===== src/rtl/int_decl_gen.sv =====
// Serializes a C-style integer declaration ("int a,b_1;") from a buffer of identifier characters.
// Optional macro KEYWORD_REJECT_EN rejects an identifier that completes as exactly "int".
module int_decl_gen #(
  parameter  int DEPTH   = 32,
  parameter  int MAX_IDS = 8,
  localparam int AW      = $clog2(DEPTH),
  localparam int IW      = $clog2(MAX_IDS + 1)
) (
  input  logic          clk,
  input  logic          reset,
  input  logic          wr_en,
  input  logic [7:0]    wr_char,
  input  logic          wr_last,
  input  logic          start,
  input  logic          out_ready,
  output logic [7:0]    out,
  output logic          out_valid,
  output logic          busy,
  output logic          full,
  output logic [IW-1:0] ids,
  output logic          err
);

  typedef enum logic [2:0] {
    S_IDLE,
    S_KW_I,
    S_KW_N,
    S_KW_T,
    S_SP,
    S_ID,
    S_SEP
  } state_e;

  state_e          state_q, state_d;
  logic [8:0]      mem_q [DEPTH];
  logic [AW-1:0]   wr_ptr_q, wr_ptr_d;
  logic [AW-1:0]   rd_ptr_q, rd_ptr_d;
  logic [AW:0]     count_q, count_d;
  logic [IW-1:0]   ids_q, ids_d;
  logic [IW-1:0]   emit_left_q, emit_left_d;
  logic            open_q, open_d;
  logic            err_q, err_d;

  logic            idle;
  logic            full_w;
  logic            is_digit;
  logic            char_ok;
  logic            wr_ok;
  logic            start_ok;
  logic            store;
  logic            kw_reject;
  logic            xfer;
  logic [8:0]      rd_entry;

  assign idle     = (state_q == S_IDLE);
  assign full_w   = (count_q == (AW+1)'(DEPTH));
  assign is_digit = (wr_char >= "0") && (wr_char <= "9");
  assign char_ok  = is_digit
                 || ((wr_char >= "A") && (wr_char <= "Z"))
                 || ((wr_char >= "a") && (wr_char <= "z"))
                 || (wr_char == "_");
  assign wr_ok    = wr_en && idle && !full_w && char_ok
                 && !(!open_q && is_digit)
                 && !(wr_last && (ids_q >= IW'(MAX_IDS)));
  assign start_ok = start && idle && (ids_q != '0) && !open_q;
  // A start accepted in the same cycle wins; the concurrent write is discarded.
  assign store    = wr_ok && !start_ok && !kw_reject;
  assign rd_entry = mem_q[rd_ptr_q];
  assign xfer     = out_valid && out_ready;

`ifdef KEYWORD_REJECT_EN
  logic [AW-1:0] id_start_q, id_start_d;
  logic [1:0]    kw_len_q, kw_len_d;
  logic          kw_match_q, kw_match_d;

  // The first two characters of the open identifier are already stored as "in".
  assign kw_reject = wr_last && open_q && (kw_len_q == 2'd2) && kw_match_q
                  && (wr_char == "t");
`else
  assign kw_reject = 1'b0;
`endif

  // State register
  always_ff @(posedge clk or negedge reset) begin
    // NOTE: sequential state always uses non-blocking assignments so every flop samples pre-edge values.
    if (!reset) state_q <= S_IDLE;
    else        state_q <= state_d;
  end

  // Next-state logic
  always_comb begin
    // NOTE: every combinational output gets a default first so no path infers a latch.
    state_d = state_q;
    unique case (state_q)
      S_IDLE: if (start_ok) state_d = S_KW_I;
      S_KW_I: if (xfer) state_d = S_KW_N;
      S_KW_N: if (xfer) state_d = S_KW_T;
      S_KW_T: if (xfer) state_d = S_SP;
      S_SP:   if (xfer) state_d = S_ID;
      S_ID:   if (xfer && rd_entry[8]) state_d = S_SEP;
      S_SEP:  if (xfer) state_d = (emit_left_q == '0) ? S_IDLE : S_ID;
      default: state_d = S_IDLE;
    endcase
  end

  // Output logic
  always_comb begin
    out       = 8'h00;
    out_valid = 1'b1;
    unique case (state_q)
      S_IDLE: out_valid = 1'b0;
      S_KW_I: out = "i";
      S_KW_N: out = "n";
      S_KW_T: out = "t";
      S_SP:   out = " ";
      S_ID:   out = rd_entry[7:0];
      S_SEP:  out = (emit_left_q == '0) ? ";" : ",";
      default: out_valid = 1'b0;
    endcase
  end

  assign busy = !idle;
  assign full = full_w;
  assign ids  = ids_q;
  assign err  = err_q;

  // Buffer and bookkeeping next-state
  always_comb begin
    wr_ptr_d    = wr_ptr_q;
    rd_ptr_d    = rd_ptr_q;
    count_d     = count_q;
    ids_d       = ids_q;
    emit_left_d = emit_left_q;
    open_d      = open_q;
    err_d       = err_q;
`ifdef KEYWORD_REJECT_EN
    id_start_d  = id_start_q;
    kw_len_d    = kw_len_q;
    kw_match_d  = kw_match_q;
`endif

    if (start_ok) begin
      err_d       = 1'b0;
      emit_left_d = ids_q;
    end

    if (store) begin
      wr_ptr_d = wr_ptr_q + AW'(1);
      count_d  = count_q + (AW+1)'(1);
      open_d   = !wr_last;
      if (wr_last) ids_d = ids_q + IW'(1);
`ifdef KEYWORD_REJECT_EN
      if (!open_q) begin
        id_start_d = wr_ptr_q;
        kw_len_d   = 2'd1;
        kw_match_d = (wr_char == "i");
      end else begin
        if (kw_len_q != 2'd3) kw_len_d = kw_len_q + 2'd1;
        kw_match_d = kw_match_q && (kw_len_q == 2'd1) && (wr_char == "n");
      end
`endif
    end

`ifdef KEYWORD_REJECT_EN
    if (wr_ok && !start_ok && kw_reject) begin
      wr_ptr_d = id_start_q;
      count_d  = count_q - {{(AW-1){1'b0}}, kw_len_q};
      open_d   = 1'b0;
    end
`endif

    if ((wr_en && !store) || (start && !start_ok)) err_d = 1'b1;

    if (state_q == S_ID && xfer) begin
      rd_ptr_d = rd_ptr_q + AW'(1);
      if (rd_entry[8]) emit_left_d = emit_left_q - IW'(1);
    end

    // The ';' transfer retires the whole declaration and empties the buffer.
    if (state_q == S_SEP && xfer && emit_left_q == '0) begin
      wr_ptr_d = '0;
      rd_ptr_d = '0;
      count_d  = '0;
      ids_d    = '0;
    end
  end

  always_ff @(posedge clk or negedge reset) begin
    if (!reset) begin
      wr_ptr_q    <= '0;
      rd_ptr_q    <= '0;
      count_q     <= '0;
      ids_q       <= '0;
      emit_left_q <= '0;
      open_q      <= 1'b0;
      err_q       <= 1'b0;
    end else begin
      wr_ptr_q    <= wr_ptr_d;
      rd_ptr_q    <= rd_ptr_d;
      count_q     <= count_d;
      ids_q       <= ids_d;
      emit_left_q <= emit_left_d;
      open_q      <= open_d;
      err_q       <= err_d;
    end
  end

`ifdef KEYWORD_REJECT_EN
  always_ff @(posedge clk or negedge reset) begin
    if (!reset) begin
      id_start_q <= '0;
      kw_len_q   <= '0;
      kw_match_q <= 1'b0;
    end else begin
      id_start_q <= id_start_d;
      kw_len_q   <= kw_len_d;
      kw_match_q <= kw_match_d;
    end
  end
`endif

  // NOTE: the storage array has no reset; entries are only read between pointers that reset does clear.
  always_ff @(posedge clk) begin
    if (store) mem_q[wr_ptr_q] <= {wr_last, wr_char};
  end

endmodule


===== config.mk =====
export PLATFORM = sky130hd
export DESIGN_NAME = int_decl_gen
export DESIGN_NICKNAME = d
export VERILOG_FILES = /design/src/rtl/int_decl_gen.sv
export SDC_FILE = /design/constraint.sdc
export NUM_CORES = 1
export LEC_CHECK = 0
export BUFFER_PORTS_ARGS = -buffer_cell sky130_fd_sc_hd__buf_2
export CORE_MARGIN = 5
export CORE_UTILIZATION = 40
export CTS_CLUSTER_SIZE = 20
export DETAILED_ROUTE_END_ITERATION = 10
export HOLD_SLACK_MARGIN = 0.15
export PLACE_DENSITY_LB_ADDON = 0.15
export SYNTH_ARGS = -nofsm -noshare
export SYNTH_HDL_FRONTEND = slang
export SYNTH_SLANG_ARGS = --single-unit

===== constraint.sdc =====
create_clock -name clk -period 3.8 [get_ports clk]
set_input_delay 0.19 -clock clk [delete_from_list [all_inputs] [get_ports clk]]
set_output_delay 0.19 -clock clk [all_outputs]
set_load 0.01 [all_outputs]

-- Yosys cells after proc, flatten, opt, wreduce, memory -nomap -nowiden
Memories as Yosys holds them, arrays and structs flattened.
Cells that the tools add are included.
- add/subtract/negate cells: 5
- multipliers: 0
- divide/modulo/power cells: 0
- magnitude comparators: 7
- equality and inequality tests: 15
- shift-type cells: 0
- mux-type cells: 28
- bitwise gates (word level): 0
- reduce and logical (&&, ||, !) cells: 43
- operator list (kind ; count):
    8-bit one-hot mux with 6 select lines ; 1
    5-bit two-way mux ; 5
    3-bit two-way mux ; 8
    4-bit two-way mux ; 6
    1-bit logical AND ; 21
    3-bit one-hot mux with 7 select lines ; 1
    8-bit by 7-bit greater-or-equal comparator with 1-bit output, second input constant ; 2
    8-bit by 7-bit <= comparator with 1-bit output, second input constant ; 2
    6-bit two-way mux ; 2
    2-bit != test, second input constant ; 6
    5-bit by 1-bit adder with 5-bit output, second input constant ; 2
    3-bit == test, second input constant ; 3
    8-bit by 7-bit == test with 1-bit output, second input constant ; 1
    8-bit by 6-bit greater-or-equal comparator with 1-bit output, second input constant ; 1
    8-bit by 6-bit <= comparator with 1-bit output, second input constant ; 1
    1-bit zero test ; 8
    2-bit nonzero test ; 4
    7-bit AND reduction ; 1
    6-bit by 1-bit adder with 6-bit output, second input constant ; 1
    3-bit by 2-bit == test with 1-bit output, second input constant ; 2
    6-bit == test, second input constant ; 1
    6-bit OR reduction ; 1
    1-bit two-way mux ; 5
    4-bit by 1-bit adder with 4-bit output, second input constant ; 1
    other kinds (9) ; 12
- register bits: 29
- latch bits: 0
- RAM bits: 288
- memory bits (read-only): 0
- output and inout bits: 16
- word-level logic and storage cells: 107
- memories: 1
- memories (name ; depth ; bits a word ; read ports ; clocked after Yosys merged registers in ; wr ports ; line ; source):
    mem_q ; 32 ; 9 ; 1 ; 0 ; 1 ; 35 ; logic [8:0] mem_q [DEPTH];

-- Longest topological paths before layout
- depth in word-level cells: 13
- depth in mapped cells: 9
- gate-level depth less buffers: 8

-- Worst setup path before layout
Ideal clock, no wire load.
- path type: register -> register
- from: reg state_q[0]
- to: mem mem_q[14][0], enable pin
- library setup time: 0.387 ns
- data arrival time: 2.348 ns
- required time: 3.413 ns
- setup slack: 1.065 ns
- stages on the path, launching flop included: 7
- clock period less this slack: 2.735 ns
- cells stage by stage: dfrtp_1 -> nor3_1 -> nand3_1 -> nor3_2 -> and2_1 -> nand2_1 -> nor3_1
- longest elaborated chain between the ends: 9
- ends and longest elaborated chain (item ; line ; source):
    start, declared ; 34 ; state_e state_q, state_d;
    start signal, assigned ; 87 ; else state_q <= state_d;
    3-bit zero test * ; 55 ; assign idle = (state_q == S_IDLE);
    1-bit logical AND (3 in series) ; 62 ; assign wr_ok = wr_en && idle && !full_w && char_ok
    1-bit logical AND ; 63 ; && !(!open_q && is_digit)
    1-bit logical AND ; 64 ; && !(wr_last && (ids_q >= IW'(MAX_IDS)));
    1-bit logical AND * ; 67 ; assign store = wr_ok && !start_ok && !kw_reject;
    1-bit two-way mux * ; 224 ; if (store) mem_q[wr_ptr_q] <= {wr_last, wr_char};
    1-bit two-way mux (implied by the code) * ; 224 ;
    end, declared ; 35 ;
Every way passes the cells marked *; elsewhere a longest branch is shown, timed or not.

-- Final worst setup path
- from: reg rd_ptr_q[0]
- to: out out[6]
- longest elaborated chain between the ends: 2
- ends and longest elaborated chain (item ; line ; source):
    start, declared ; 37 ; logic [AW-1:0] rd_ptr_q, rd_ptr_d;
    start signal, assigned ; 199 ; rd_ptr_q <= rd_ptr_d;
    memory read 32 x 9 bit ; -- ;
    8-bit one-hot mux with 6 select lines ; 110 ; unique case (state_q)
    end, declared ; 16 ; output logic [7:0] out,
Every way passes these cells.

==> run_summary.xml <==
<?xml version="1.0" encoding="UTF-8"?>
<metrics>
  <group name="sta">
    <metric name="final.period_utilization" unit="%">91.9</metric>
    <metric name="timing.fmax" unit="MHz">286</metric>
    <metric name="grt_setup_unrepaired" unit="">no</metric>
    <metric name="timing_worst_slew_pin_value" unit="ns">1.13</metric>
    <metric name="final.setup.tns" unit="ns">0</metric>
    <metric name="number_of_failing_hold_endpoints_at_the_final_stage" unit="">0</metric>
    <metric name="finalWorstPathRequiredPeriod" unit="ns">3.49</metric>
    <metric name="final.hold.worst_slack" unit="ns">0.256</metric>
    <metric name="worst_clock_skew" unit="ns">0.0165</metric>
    <metric name="final_critical_path_setup_slack" unit="ns">0.308</metric>
    <metric name="setup_viol" unit="">0</metric>
    <metric name="timing.slew.headroom" unit="%">24.4</metric>
    <metric name="finalMaxSlewViolations" unit="">0</metric>
  </group>
  <group name="final_layout">
    <metric name="number_of_fill_cells_in_the_layout" unit="">2627</metric>
    <metric name="syn_to_final_growth" unit="%">15.4</metric>
    <metric name="n_antenna_cell" unit="">0</metric>
    <metric name="layout-drive-gt1-share" unit="%">27.9</metric>
    <metric name="utilization" unit="%">47.1</metric>
    <metric name="design_area" unit="µm²">14900</metric>
    <metric name="layout.nets" unit="">790</metric>
  </group>
  <group name="clocking">
    <metric name="path_clk_slew" unit="ns">0.06</metric>
    <metric name="cts.htree.levels" unit="">2</metric>
    <metric name="clock-sinks" unit="">317</metric>
    <metric name="tritoncts" unit="">done</metric>
    <metric name="ctsHoldBuffers" unit="">5</metric>
    <metric name="cts_setup_buffers" unit="">0</metric>
    <metric name="numCtsBuffers" unit="">35</metric>
    <metric name="insertion_delay" unit="ns">0.51</metric>
    <metric name="cts_root_buffer" unit="">sky130_fd_sc_hd__clkbuf_16</metric>
    <metric name="max-clock-path-buffers" unit="">3</metric>
    <metric name="post_cts_resize_count" unit="">0</metric>
  </group>
  <group name="grt">
    <metric name="grt_util_all_layers" unit="%">17.0</metric>
    <metric name="grt_start_max_net_pins" unit="">38</metric>
    <metric name="first_global_vias" unit="">6846</metric>
    <metric name="grt_first_pass_wirelength" unit="µm">45500</metric>
    <metric name="antenna_violations_before_repair" unit="">0</metric>
    <metric name="overflow" unit="">0</metric>
  </group>
  <group name="synthesis">
    <metric name="synth-main-ff-cell" unit="">sky130_fd_sc_hd__edfxtp_1</metric>
    <metric name="synth_enable_flop_cells" unit="">288</metric>
    <metric name="mappedNetlistNets" unit="">702</metric>
    <metric name="syn-instance-count" unit="">678</metric>
    <metric name="netlist-cell-type-count" unit="">51</metric>
    <metric name="synthArstFlopShare" unit="%">9.15</metric>
    <metric name="synth_area" unit="µm²">12900</metric>
    <metric name="synth_largest_type_area_fraction" unit="%">66.8</metric>
    <metric name="ff_latch_count_synth" unit="">317</metric>
    <metric name="synth.largest_area_cell" unit="">sky130_fd_sc_hd__edfxtp_1</metric>
    <metric name="synth-seq-area-share" unit="%">72.4</metric>
    <metric name="synth_area_leaders" unit="">sky130_fd_sc_hd__edfxtp_1 (67%), sky130_fd_sc_hd__mux4_2 (15%), sky130_fd_sc_hd__dfrtp_1 (5.6%), sky130_fd_sc_hd__nor2_1 (1.6%), sky130_fd_sc_hd__nand2_1 (1.1%)</metric>
    <metric name="synthesis.yosys.warnings" unit="">0</metric>
    <metric name="postSynthAreaPerCell" unit="µm²">19.1</metric>
  </group>
  <group name="detailed_routing">
    <metric name="post_drt_wl_per_cell" unit="µm">24.9</metric>
    <metric name="vias" unit="">6671</metric>
    <metric name="total_length_of_routed_wires" unit="µm">29700</metric>
    <metric name="drtPass1Iterations" unit="">4</metric>
    <metric name="drt-initial-drc-count" unit="">600</metric>
    <metric name="drt_drc" unit="">0</metric>
    <metric name="viasPerCell" unit="">5.60</metric>
    <metric name="drtAntennaViolNets" unit="">0</metric>
  </group>
  <group name="place">
    <metric name="port_buffers" unit="">29</metric>
    <metric name="dpl.hpwl" unit="µm">19200</metric>
    <metric name="dp_worst_setup_slack" unit="ns">0.795</metric>
    <metric name="gp_routability_congestion" unit="">0.759</metric>
    <metric name="place_area" unit="µm²">13800</metric>
  </group>
  <group name="floorplan">
    <metric name="placement_rows" unit="">65</metric>
    <metric name="fp.dieArea" unit="µm²">36000</metric>
    <metric name="floorplan.die.height" unit="µm">190</metric>
    <metric name="core_area" unit="µm²">31700</metric>
    <metric name="fp.dieW" unit="µm">190</metric>
    <metric name="ioPinCount" unit="">30</metric>
    <metric name="initial_core_utilization" unit="%">40.8</metric>
  </group>
  <group name="worst_setup_path">
    <metric name="slowest_stage" unit="">sky130_fd_sc_hd__dfrtp_4</metric>
    <metric name="worst_path_class_setup" unit="">reg2out</metric>
    <metric name="critical_path.cell_chain" unit="">buf_12 -&gt; mux4_2 -&gt; mux4_2 -&gt; mux2i_1 -&gt; o21ai_1 -&gt; o21a_1 -&gt; buf_2</metric>
    <metric name="path_common_cell" unit="">sky130_fd_sc_hd__mux4_2</metric>
    <metric name="max_stage_delay" unit="ns">0.85</metric>
    <metric name="critPathRequiredTime" unit="ns">3.61</metric>
    <metric name="critical_path.startpoint_type" unit="">flop</metric>
    <metric name="critical_path_peak_fanout" unit="">28</metric>
    <metric name="worstPathBufferInverterCount" unit="">2</metric>
    <metric name="cp_data_arrival_time" unit="ns">3.30</metric>
    <metric name="path_delay_family" unit="">multiplexers</metric>
    <metric name="crit_path_capture_type" unit="">output port</metric>
  </group>
  <group name="pwr">
    <metric name="switching_power" unit="mW">2.85</metric>
    <metric name="ir_drop" unit="mV">0.338</metric>
    <metric name="fraction_of_power_spent_switching_nets" unit="%">28.8</metric>
    <metric name="logic_gate_share_of_total_power" unit="%">25.5</metric>
    <metric name="clockPowerShare" unit="%">31.5</metric>
    <metric name="seq_pwr_share" unit="%">42.9</metric>
    <metric name="power_per_cell_area" unit="nW/µm²">662</metric>
    <metric name="p_leak" unit="nW">4.97</metric>
    <metric name="cellInternalPower" unit="mW">7.04</metric>
  </group>
  <group name="flow_run">
    <metric name="maxCapViolCount" unit="">0</metric>
  </group>
  <group name="run_status">
    <metric name="result_of_the_run" unit="">completed</metric>
  </group>
  <group name="min_path">
    <metric name="hold_class" unit="">in2async</metric>
  </group>
</metrics>
## final cells by class
class                           count  area (µm²)  share of cell area (%)
Clock buffer                       46         960                    6.43
Sequential cell                   317        9380                    62.8
Inverter                           12        45.0                   0.302
Clock inverter                     14        93.8                   0.628
Tap cell                          402         503                    3.37
Timing Repair Buffer               86         623                    4.17
Multi-Input combinational cell    314        3330                    22.3
## stage by stage
step                total power [mW]  std cells
floorplan                       6.01        678
global placement                6.85       1126
detailed placement              6.89       1126
CTS                             10.0       1191
global route                    10.4       1191
finish                          9.89       1191
## synthesized netlist by cell type, types with 6 or more instances
library cell / n
sky130_fd_sc_hd__nand2_1: 38
sky130_fd_sc_hd__xor2_1: 8
sky130_fd_sc_hd__dfrtp_1: 29
sky130_fd_sc_hd__ha_1: 10
sky130_fd_sc_hd__a21oi_1: 7
sky130_fd_sc_hd__buf_1: 6
sky130_fd_sc_hd__buf_6: 7
sky130_fd_sc_hd__mux4_2: 86
sky130_fd_sc_hd__clkbuf_1: 16
sky130_fd_sc_hd__nand3_1: 12
sky130_fd_sc_hd__inv_1: 11
sky130_fd_sc_hd__nand4_1: 6
sky130_fd_sc_hd__nor2_1: 56
sky130_fd_sc_hd__edfxtp_1: 288
sky130_fd_sc_hd__nor3_1: 7
sky130_fd_sc_hd__o21ai_0: 11
sky130_fd_sc_hd__mux2i_1: 10
## flip-flops by register name, summed over array words and instances (netlist names)
register and flops:
count_q 6, emit_left_q 4, err 1, ids 4, mem_q 288, open_q 1, rd_ptr_q 5, state_q 3
wr_ptr_q 5
## layer usage
metal,share of wire [%],vias up,GRT usage (%)
met5,0,-,0
met4,1.8,0,3.84
met3,8.3,39,4.17
met2,47,233,26.2
met1,43,3493,24.7
li1,-,2906,-
## power by group through the flow
stage | Clock [mW] | Sequential, mW | Combinational [mW]
floorplan | 0 | 4.08 | 1.93
global placement | 0 | 4.32 | 2.53
detailed placement | 0 | 4.33 | 2.56
CTS | 3.20 | 4.26 | 2.57
global route | 3.38 | 4.28 | 2.75
finish | 3.12 | 4.25 | 2.52
## cell families (layout without fill, tap and decap cells)
group                      count (synthesis)  count (layout)  share of synthesized area [%]
AOI/OAI and AO/OA                         45              45                           2.37
DFF                                      317             317                           72.4
xor gates and xnor gates                  13              13                          0.880
muxes                                     98              98                           16.0
buffers and inverters                     47             158                           1.85
adders and majority gates                 10              10                          0.967
and+or+nand+nor                          148             148                           5.45
## placed cells by master (no fill, tap or decap), drive strengths merged, types with 2 or more instances in the layout
master and count:
a211oi 2, a21o 4, a21oi 7, a22oi 4, a31oi 2, a32o 2
and2 3, and3 5, buf 81, clkbuf 46, clkinv 14, dfrtp 29
dlygate4sd3 5, edfxtp 288, ha 10, inv 11, mux2i 10, mux4 87
nand2 38, nand2b 3, nand3 12, nand3b 2, nand4 7, nor2 56
nor2b 4, nor3 8, nor3b 2, o21a 2, o21ai 14, o31ai 2
o32ai 2, or3 3, xnor2 5, xor2 8
## worst paths after layout
path | start | to | slack, ns | cells past startpoint
min in group clk | wr_char[4] | mem_q[25][4] | 0.27 | 1
max | rd_ptr_q[0] | out[6] | 0.31 | 7
max in group asynchronous | reset | rd_ptr_q[1] | 3.04 | 2
max reg2reg | rd_ptr_q[0] | emit_left_q[2] | 0.83 | 7
min | reset | err | 0.26 | 2
min reg2reg | count_q[5] | count_q[5] | 0.54 | 2
## worst reg2reg max path, stage by stage (launching register included)
cell and delay, ns:
sky130_fd_sc_hd__dfrtp_4 0.85, sky130_fd_sc_hd__buf_12 0.29, sky130_fd_sc_hd__mux4_2 0.61, sky130_fd_sc_hd__mux2_2 0.30
sky130_fd_sc_hd__or3_4 0.35, sky130_fd_sc_hd__nand4_4 0.16, sky130_fd_sc_hd__o32ai_1 0.11, sky130_fd_sc_hd__a211oi_2 0.21
(Power assumes the default switching activity.)
